### src/rtl/apb_interconnect.sv
// Single-master, five-slave APB3 interconnect: address decode, select/enable
// fan-out, response mux, unmapped-address error and stalled-access timeout.
module apb_interconnect #(
    parameter int                    ADDR_WIDTH     = 32,
    parameter int                    DATA_WIDTH     = 32,
    parameter logic [ADDR_WIDTH-1:0] SRAM_BASE      = 32'h8000_0000,
    parameter logic [ADDR_WIDTH-1:0] SYSTEM_BASE    = 32'h0000_0000,
    parameter logic [ADDR_WIDTH-1:0] UART_BASE      = 32'h1000_0000,
    parameter logic [ADDR_WIDTH-1:0] INTC_BASE      = 32'h1000_1000,
    parameter logic [ADDR_WIDTH-1:0] TIMER_BASE     = 32'h1000_2000,
    parameter int                    TIMEOUT_CYCLES = 256
) (
    input  logic                  clk,
    input  logic                  rst_n,
    input  logic [ADDR_WIDTH-1:0] m_paddr,
    input  logic [DATA_WIDTH-1:0] m_pwdata,
    output logic [DATA_WIDTH-1:0] m_prdata,
    input  logic                  m_psel,
    input  logic                  m_penable,
    input  logic                  m_pwrite,
    input  logic [3:0]            m_pstb,
    output logic                  m_pready,
    output logic                  m_perr,
    output logic                  sram_sel,
    output logic                  sram_enable,
    input  logic [DATA_WIDTH-1:0] sram_rdata,
    input  logic                  sram_ready,
    input  logic                  sram_perr,
    output logic                  uart_sel,
    output logic                  uart_enable,
    input  logic [DATA_WIDTH-1:0] uart_rdata,
    input  logic                  uart_ready,
    input  logic                  uart_perr,
    output logic                  system_sel,
    output logic                  system_enable,
    input  logic [DATA_WIDTH-1:0] system_rdata,
    input  logic                  system_ready,
    input  logic                  system_perr,
    output logic                  intc_sel,
    output logic                  intc_enable,
    input  logic [DATA_WIDTH-1:0] intc_rdata,
    input  logic                  intc_ready,
    input  logic                  intc_perr,
    output logic                  timer_sel,
    output logic                  timer_enable,
    input  logic [DATA_WIDTH-1:0] timer_rdata,
    input  logic                  timer_ready,
    input  logic                  timer_perr
);

    localparam logic [ADDR_WIDTH-1:0] SRAM_MASK   = 32'hFF00_0000;
    localparam logic [ADDR_WIDTH-1:0] SYSTEM_MASK = 32'hFFFF_0000;
    localparam logic [ADDR_WIDTH-1:0] UART_MASK   = 32'hFFFF_F000;
    localparam logic [ADDR_WIDTH-1:0] INTC_MASK   = 32'hFFFF_F000;
    localparam logic [ADDR_WIDTH-1:0] TIMER_MASK  = 32'hFFFF_F000;

    localparam int CW = $clog2(TIMEOUT_CYCLES);
    localparam logic [CW-1:0] CNT_LAST = CW'(TIMEOUT_CYCLES - 1);

    localparam logic [0:0] IDLE   = 1'b0;
    localparam logic [0:0] ACCESS = 1'b1;

    localparam logic [2:0] IDX_SLAVES   = 3'd5;
    localparam logic [2:0] IDX_UNMAPPED = 3'd5;
    localparam logic [2:0] IDX_NONE     = 3'd7;

    logic [0:0]            state;
    logic [2:0]            lat_idx;
    logic [2:0]            dec_idx;
    logic [CW-1:0]         cnt;
    logic [4:0]            hit;
    logic [4:0]            sel_v;
    logic [4:0]            en_v;
    logic [4:0]            ready_v;
    logic [4:0]            perr_v;
    logic [DATA_WIDTH-1:0] rdata_v [5];
    logic                  cur_ready;
    logic                  unused_shared;

    // Write data, direction and strobes reach the slaves on shared wires.
    assign unused_shared = ^{m_pwdata, m_pwrite, m_pstb};

    assign hit[0] = (m_paddr & SRAM_MASK)   == SRAM_BASE;
    assign hit[1] = (m_paddr & UART_MASK)   == UART_BASE;
    assign hit[2] = (m_paddr & SYSTEM_MASK) == SYSTEM_BASE;
    assign hit[3] = (m_paddr & INTC_MASK)   == INTC_BASE;
    assign hit[4] = (m_paddr & TIMER_MASK)  == TIMER_BASE;

    assign ready_v = {timer_ready, intc_ready, system_ready, uart_ready, sram_ready};
    assign perr_v  = {timer_perr, intc_perr, system_perr, uart_perr, sram_perr};
    assign rdata_v[0] = sram_rdata;
    assign rdata_v[1] = uart_rdata;
    assign rdata_v[2] = system_rdata;
    assign rdata_v[3] = intc_rdata;
    assign rdata_v[4] = timer_rdata;

    assign {timer_sel, intc_sel, system_sel, uart_sel, sram_sel} = sel_v;
    assign {timer_enable, intc_enable, system_enable, uart_enable, sram_enable} = en_v;

    always_comb begin
        dec_idx = IDX_UNMAPPED;
        for (int unsigned i = 0; i < 5; i++) begin
            if (hit[i]) dec_idx = 3'(i);
        end
    end

    assign cur_ready = (lat_idx < IDX_SLAVES) ? ready_v[lat_idx] : 1'b0;

    // Outputs are gated by rst_n so they clear the moment reset asserts.
    always_comb begin
        sel_v    = '0;
        en_v     = '0;
        m_prdata = '0;
        m_pready = 1'b0;
        m_perr   = 1'b0;
        if (rst_n) begin
            if (state == IDLE) begin
                sel_v = m_psel ? hit : '0;
            end else if (m_psel) begin
                if (lat_idx == IDX_UNMAPPED) begin
                    m_pready = 1'b1;
                    m_perr   = 1'b1;
                end else if (lat_idx < IDX_SLAVES) begin
                    sel_v[lat_idx] = 1'b1;
                    en_v[lat_idx]  = m_penable;
                    if (cur_ready) begin
                        m_prdata = rdata_v[lat_idx];
                        m_pready = 1'b1;
                        m_perr   = perr_v[lat_idx];
                    end else if (m_penable && cnt == CNT_LAST) begin
                        m_pready = 1'b1;
                        m_perr   = 1'b1;
                    end
                end
            end
        end
    end

    always_ff @(posedge clk or negedge rst_n) begin
        if (!rst_n) begin
            state   <= IDLE;
            lat_idx <= IDX_NONE;
            cnt     <= '0;
        end else if (state == IDLE) begin
            if (m_psel && !m_penable) begin
                state   <= ACCESS;
                lat_idx <= dec_idx;
                cnt     <= '0;
            end
        end else begin
            if (!m_psel || m_pready) begin
                state   <= IDLE;
                lat_idx <= IDX_NONE;
                cnt     <= '0;
            end else if (m_penable && !cur_ready) begin
                cnt <= cnt + 1'b1;
            end
        end
    end

endmodule

### config.mk
export PLATFORM = sky130hd
export DESIGN_NAME = apb_interconnect
export DESIGN_NICKNAME = d
export VERILOG_FILES = /design/src/rtl/apb_interconnect.sv
export SDC_FILE = /design/constraint.sdc
export NUM_CORES = 1
export LEC_CHECK = 0
export BUFFER_PORTS_ARGS = -buffer_cell sky130_fd_sc_hd__clkbuf_2
export CAP_MARGIN = 0
export CORE_AREA = 2 2 112 114
export CTS_CLUSTER_DIAMETER = 60
export DETAILED_ROUTE_END_ITERATION = 7
export DIE_AREA = 0 0 114 116
export REMOVE_ABC_BUFFERS = 1
export SETUP_SLACK_MARGIN = 0.05
export SLEW_MARGIN = 20
export SYNTH_ARGS = -nofsm -noshare
export SYNTH_HDL_FRONTEND = slang
export SYNTH_SLANG_ARGS = --single-unit
### constraint.sdc
create_clock -name clk -period 2.3 [get_ports clk]
set_input_delay 0.46 -clock clk [delete_from_list [all_inputs] [get_ports clk]]
set_output_delay 0.46 -clock clk [all_outputs]
set_load 0.05 [all_outputs]
# After elaboration in Yosys (flattened, before gate mapping)
# Cells that the tools add are included.
[classes]
muxes = 55
addsub = 1
bitwise = 2
n_reduce_logical = 12
n_eq_ne = 8
magnitude_cmp = 4
[op_table]
columns = ["cell", "count"]
rows = [
  ["$mux 32", 8],
  ["$bmux 32 s3", 1],
  ["$eq 20x17->1 const B", 3],
  ["$mux 5", 11],
  ["$logic_not 32->1", 1],
  ["$mux 8", 4],
  ["$mux 3", 8],
  ["$mux 1", 20],
  ["$eq 8x8->1 const B", 2],
  ["$add 8x1->8 const B", 1],
  ["$bmux 1 s3", 2],
  ["$and 5x5->5", 1],
  ["$ge 4x4->1 const B", 1],
  ["$logic_and 1x1->1", 4],
  ["$lt 3x4->1 const B", 1],
  ["$not 3->4", 1],
  ["$reduce_and 2->1", 2],
  ["$demux 1 s3", 1],
  ["$eq 3x3->1 const B", 1],
  ["$ge 3x1->1 const B", 1],
  ["$logic_not 1->1", 3],
  ["$lt 3x3->1 const B", 1],
  ["$ne 3x1->1 const B", 1],
  ["$ne 2x1->1 const B", 1],
  ["2 further kinds", 2],
]
[word_totals]
elab_cells = 85
in_bits = 243
out_inout_bits = 44
regBits = 12

# Longest topological paths before layout
[depth]
depth_word = 12
ltp_mapped = 8
ltp_nobuf = 7

# Worst setup path after synthesis
# Ideal clock, no wire load.
[synth_path]
path_type = "reg-to-output"
startpoint = "register lat_idx[2]"
endpoint = "output timer_enable"
path_slack_ns = -1.075
arrival_ns = 2.915
stages_incl_launch_ff = 5
t_required_ns = 1.840
path_buffers = 3
path_cell_list = "dfstp_2 > buf_6 > clkbuf_1 > clkbuf_1 > nor4b_1"
[synth_via]
elab_chain_cells = 10
word_cells_on_any_way = 13
classes_between = "3 x order compare; 1 x eq/ne; 7 x mux; 1 x bitwise; 1 x reduce/logical"
[synth_lines]
columns = ["item", "line", "text"]
rows = [
  ["from (decl)", "68", "logic [2:0] lat_idx;"],
  ["from (signal assigned)", "147", "lat_idx <= dec_idx;"],
  ["$lt 3x4->1 (not written as such) or $ge 3x1->1 (tied branches)", "125", "en_v[lat_idx] = m_penable;"],
  ["$logic_and 1x1->1 (not written as such)", "125", ""],
  ["$mux 1 (not written as such)", "125", ""],
  ["$demux 1 s3", "125", ""],
  ["$and 5x5->5 (no source line)", "n/a", ""],
  ["$mux 5", "123", "end else if (lat_idx < IDX_SLAVES) begin"],
  ["$mux 5 (*)", "120", "if (lat_idx == IDX_UNMAPPED) begin"],
  ["$mux 5 (*)", "119", "end else if (m_psel) begin"],
  ["$mux 5 (*)", "117", "if (state == IDLE) begin"],
  ["$mux 5 (*)", "116", "if (rst_n) begin"],
  ["to (decl)", "45", "output logic timer_enable,"],
]
# Every way passes the cells marked *; elsewhere a longest branch is shown, timed or not.

# Worst setup path in the final report
[layout_path]
startpoint = "input m_paddr[18]"
endpoint = "output uart_sel"
[layout_via]
elab_chain_cells = 4
[layout_lines]
columns = ["item", "line", "text"]
rows = [
  ["from (decl)", "15", "input logic [ADDR_WIDTH-1:0] m_paddr,"],
  ["$eq 20x17->1", "84", "assign hit[1] = (m_paddr & UART_MASK) == UART_BASE;"],
  ["$mux 5", "118", "sel_v = m_psel ? hit : '0;"],
  ["$mux 5", "117", ""],
  ["$mux 5", "116", ""],
  ["to (decl)", "29", "output logic uart_sel,"],
]
# No other way between the ends.

==> impl_metrics.py <==
metrics = {
    "run_status": {
        "outcome": "finished, violations left",
        "failed_checks": "setup timing",
    },
    "power": {
        "total_leakage_power_nw": 2.90,
        "worst_ir_drop_vdd_uv": 320,
        "report.power.total_w": 0.00137,
        "power_density_nw_per_um2": 233,
    },
    "global_routing": {
        "grt.overflow.total": 0,
        "first_pass_grt_wire_length_mm": 20.1,
        "largest_net_degree_at_the_start_of_global_routing": 42,
        "first_global_vias": 3839,
        "antenna_found_initial": 9,
        "grt_use_total": 0.193,
    },
    "setup_path": {
        "timing.critical_path.slowest_stage_cell": "sky130_fd_sc_hd__or4_4",
        "timing.rr.start": "lat_idx[0]",
        "critical_path.reg2reg.endpoint": "cnt[4]",
        "crit_path_cell_trace": "clkbuf_2 -> or4_4 -> nor4_4 -> and4_1 -> nand2_1 -> or3_1 -> a21oi_2 -> buf_4 -> buf_12",
        "ff2ff_path_depth": 9,
        "worst_path_largest_cell_delay_ns": 0.54,
        "gate_family_responsible_for_the_most_delay_along_the_worst_path": "simple AND/OR/NAND/NOR gates",
        "critPathLaunchType": "input port",
        "critical_path_buf_inv_count": 3,
        "timing.setup.critical_path_class": "in2out",
        "critPathMaxFanout": 2,
        "critical_path_arrival_ns": 2.38,
        "reg2reg_slack_ns": -0.03,
        "worst_setup_path_end_kind": "primary output",
        "worst_ep_required_ns": 1.84,
    },
    "timing": {
        "worst_clock_skew_ns": 0.00189,
        "final.setup.worst_slack_ns": -0.539,
        "final_min_period_over_clock_period": 1.23,
        "finalSetupViolations": 40,
        "timing_worst_slew_pin_value_ns": 0.369,
        "finalHoldViolations": 0,
        "grt_setup_unrepaired": "yes",
        "timing.final.max_slew_violations": 0,
        "timing.max_slew.rel_slack": 0.754,
        "period_needed_ns": 2.84,
        "achievable-frequency_ghz": 0.352,
    },
    "logic_synthesis": {
        "yosys.area_share.simple": 0.278,
        "async_flop_share": 1.00,
        "netlist.area_leader.share": 0.149,
        "synth-warning-count": 0,
        "yosys.area_share.adder": 0.00535,
        "synth_area_sq_um": 2340,
        "mux_share_of_post_synthesis_cell_area": 0.209,
        "yosysSeqAreaShare": 0.130,
        "cell_types_with_the_largest_area_share_after_synthesis": "sky130_fd_sc_hd__mux2_2, sky130_fd_sc_hd__o21ai_0, sky130_fd_sc_hd__dfrtp_1, sky130_fd_sc_hd__o22ai_1, sky130_fd_sc_hd__nor2_1",
        "synth_unique_cells": 48,
        "synth_edf_count": 0,
        "synth.ff_latch_count": 12,
        "synth-xor-area-share": 0,
        "ys_dominant_reg_cell": "sky130_fd_sc_hd__dfrtp_1",
        "synth.largest_area_cell": "sky130_fd_sc_hd__mux2_2",
        "synth_compound_area_frac": 0.315,
        "synth_top_family_by_area": "compound AO/OA/AOI/OAI gates",
        "syn_avg_cell_area_sq_um": 6.87,
        "syn_inst": 340,
    },
    "drt": {
        "initialDrtViolationCount": 223,
        "drc": 0,
        "drt_pass1_iterations": 4,
        "avgRoutedWirePerCell_um": 18.3,
        "antenna_left": 0,
        "route.vias.total": 3956,
        "routed_wl_mm": 14.2,
        "post_drt_via_cell_ratio": 5.08,
    },
    "clock_network": {
        "cts_max_level": 1,
        "hold_buffers": 0,
        "cts_tree": "yes",
        "total_number_of_clock_tree_sinks": 12,
        "cts-root-buf": "sky130_fd_sc_hd__clkbuf_16",
        "clock_network_latency_to_the_later_pin_of_the_worst_skew_pair_ns": 0.25,
        "cts_buffers": 3,
        "clockBufferDepth": 2,
        "cts.clk_slew.worst_paths_ns": 0.05,
    },
    "placed_design": {
        "postPlaceCellArea_sq_um": 4200,
        "hpwl_mm": 9.98,
        "place.port_buffers": 237,
        "place_congestion": 0.874,
    },
    "layout": {
        "mostFrequentLayoutCells": "sky130_fd_sc_hd__clkbuf_2, sky130_fd_sc_hd__buf_4, sky130_fd_sc_hd__o21ai_2, sky130_fd_sc_hd__nand2_1, sky130_fd_sc_hd__nor2_4",
        "area_delta_synth_final_pct": 152,
        "nets": 872,
        "drive_gt1_frac": 0.769,
        "fin_area_sq_um": 5890,
        "leading_cell_type_in_the_layout_fill_and_taps_excluded": "sky130_fd_sc_hd__clkbuf_2",
    },
    "floorplan": {
        "die_area_sq_um": 13200,
        "die_h_um": 116,
        "die_width_um": 114,
        "initial_core_util": 0.196,
        "boundaryPins": 287,
        "std_cell_rows": 40,
        "fp.coreArea_sq_um": 11900,
    },
    "min_path": {
        "worst_hold_path_type": "in2async",
    },
    "run": {
        "max-cap-violations": 0,
    },
}
Yosys cell counts, drive strengths merged, types with 5 or more instances:
library cell	n
a21oi	9
buf	6
clkbuf	23
dfrtp	9
mux2	31
mux2i	5
nand2	38
nand3	9
nor2	45
o21ai	66
o22ai	29
area by class of cell:
class	instances	area, sq um
Sequential cell	12	304
Inverter	4	15.0
Fill cell	1099	6030
Multi-Input combinational cell	295	2730
Antenna cell	5	12.5
Timing Repair Buffer	312	2550
Clock buffer	4	88.8
Tap cell	147	184
worst reg2reg max path: stages (launching register included):
cell and delay, ns:
sky130_fd_sc_hd__dfstp_2 0.59, sky130_fd_sc_hd__buf_6 0.12, sky130_fd_sc_hd__buf_4 0.12, sky130_fd_sc_hd__o21ai_2 0.05, sky130_fd_sc_hd__nor4b_4 0.14, sky130_fd_sc_hd__buf_4 0.15
sky130_fd_sc_hd__o41ai_4 0.39, sky130_fd_sc_hd__nand3_2 0.14, sky130_fd_sc_hd__or4_4 0.50, sky130_fd_sc_hd__nand3_2 0.08
flip-flops by register name, summed over array words and instances (netlist names):
name,flops
lat_idx,3
cnt,8
state,1
worst max path at each step:
| stage | endpoint | depth (start not counted) | from | slack (ns) |
|---|---|---|---|---|
| final | uart_sel | 9 | m_paddr[18] | -0.54 |
| after global placement | uart_sel | 9 | m_paddr[18] | -0.50 |
| after global routing | uart_sel | 9 | m_paddr[18] | -0.62 |
| after floorplan | m_prdata[0] | 5 | lat_idx[0] | -1.17 |
| after detailed placement | uart_sel | 9 | m_paddr[18] | -0.53 |
| after CTS | uart_sel | 9 | m_paddr[18] | -0.54 |
cell families after synthesis:
group                      count (synthesis)
and+or+nand+nor                          131
AOI/OAI and AO/OA                        123
muxes                                     40
buffers and inverters                     33
DFF                                       12
adders and majority gates                  1
report_power, final:
part           leakage [nW]  internal [W]  switching, W
registers             0.155      0.000222    0.00000920
clock network        0.0442      0.000264      0.000103
logic                  2.70      0.000406      0.000365
total                  2.90      0.000892      0.000477
stage by stage:
| step | std cells | util | hold WS (ns) | worst slack (ns) | setup TNS [ns] |
|---|---|---|---|---|---|
| 3_5_place_dp | 742 | 0.353 | 0.485 | -0.530 | -3.99 |
| 5_1_grt | 774 | 0.493 | 0.237 | -0.623 | -11.90 |
| 4_1_cts | 762 | 0.456 | 0.225 | -0.542 | -9.85 |
| 2_1_floorplan | 311 | - | 0.164 | -1.17 | -46.89 |
| 6_report | 779 | 0.494 | 0.224 | -0.539 | -9.09 |
| 3_3_place_gp | 742 | 0.353 | 0.496 | -0.502 | -4.05 |
timing repair:
| item | 4_1_cts | 5_1_grt |
|---|---|---|
| buffers inserted | 12 | 11 |
| gates cloned | 5 | 1 |
| endpoints found under the setup margin | 47 | 52 |
| gates resized for setup | 277 | 101 |
| pin swaps | 79 | 36 |
routing by layer:
| layer | vias to the layer above | part of all wire | wire length, um | global-route usage |
|---|---|---|---|---|
| li1 | 1861 | - | - | - |
| met1 | 1869 | 0.37 | 5200 | 0.214 |
| met2 | 177 | 0.50 | 7170 | 0.339 |
| met3 | 41 | 0.10 | 1430 | 0.0774 |
| met4 | 8 | 0.027 | 379 | 0.0593 |
| met5 | - | 0.0036 | 51 | 0 |
Note: power is estimated with default switching activity, not from simulation.
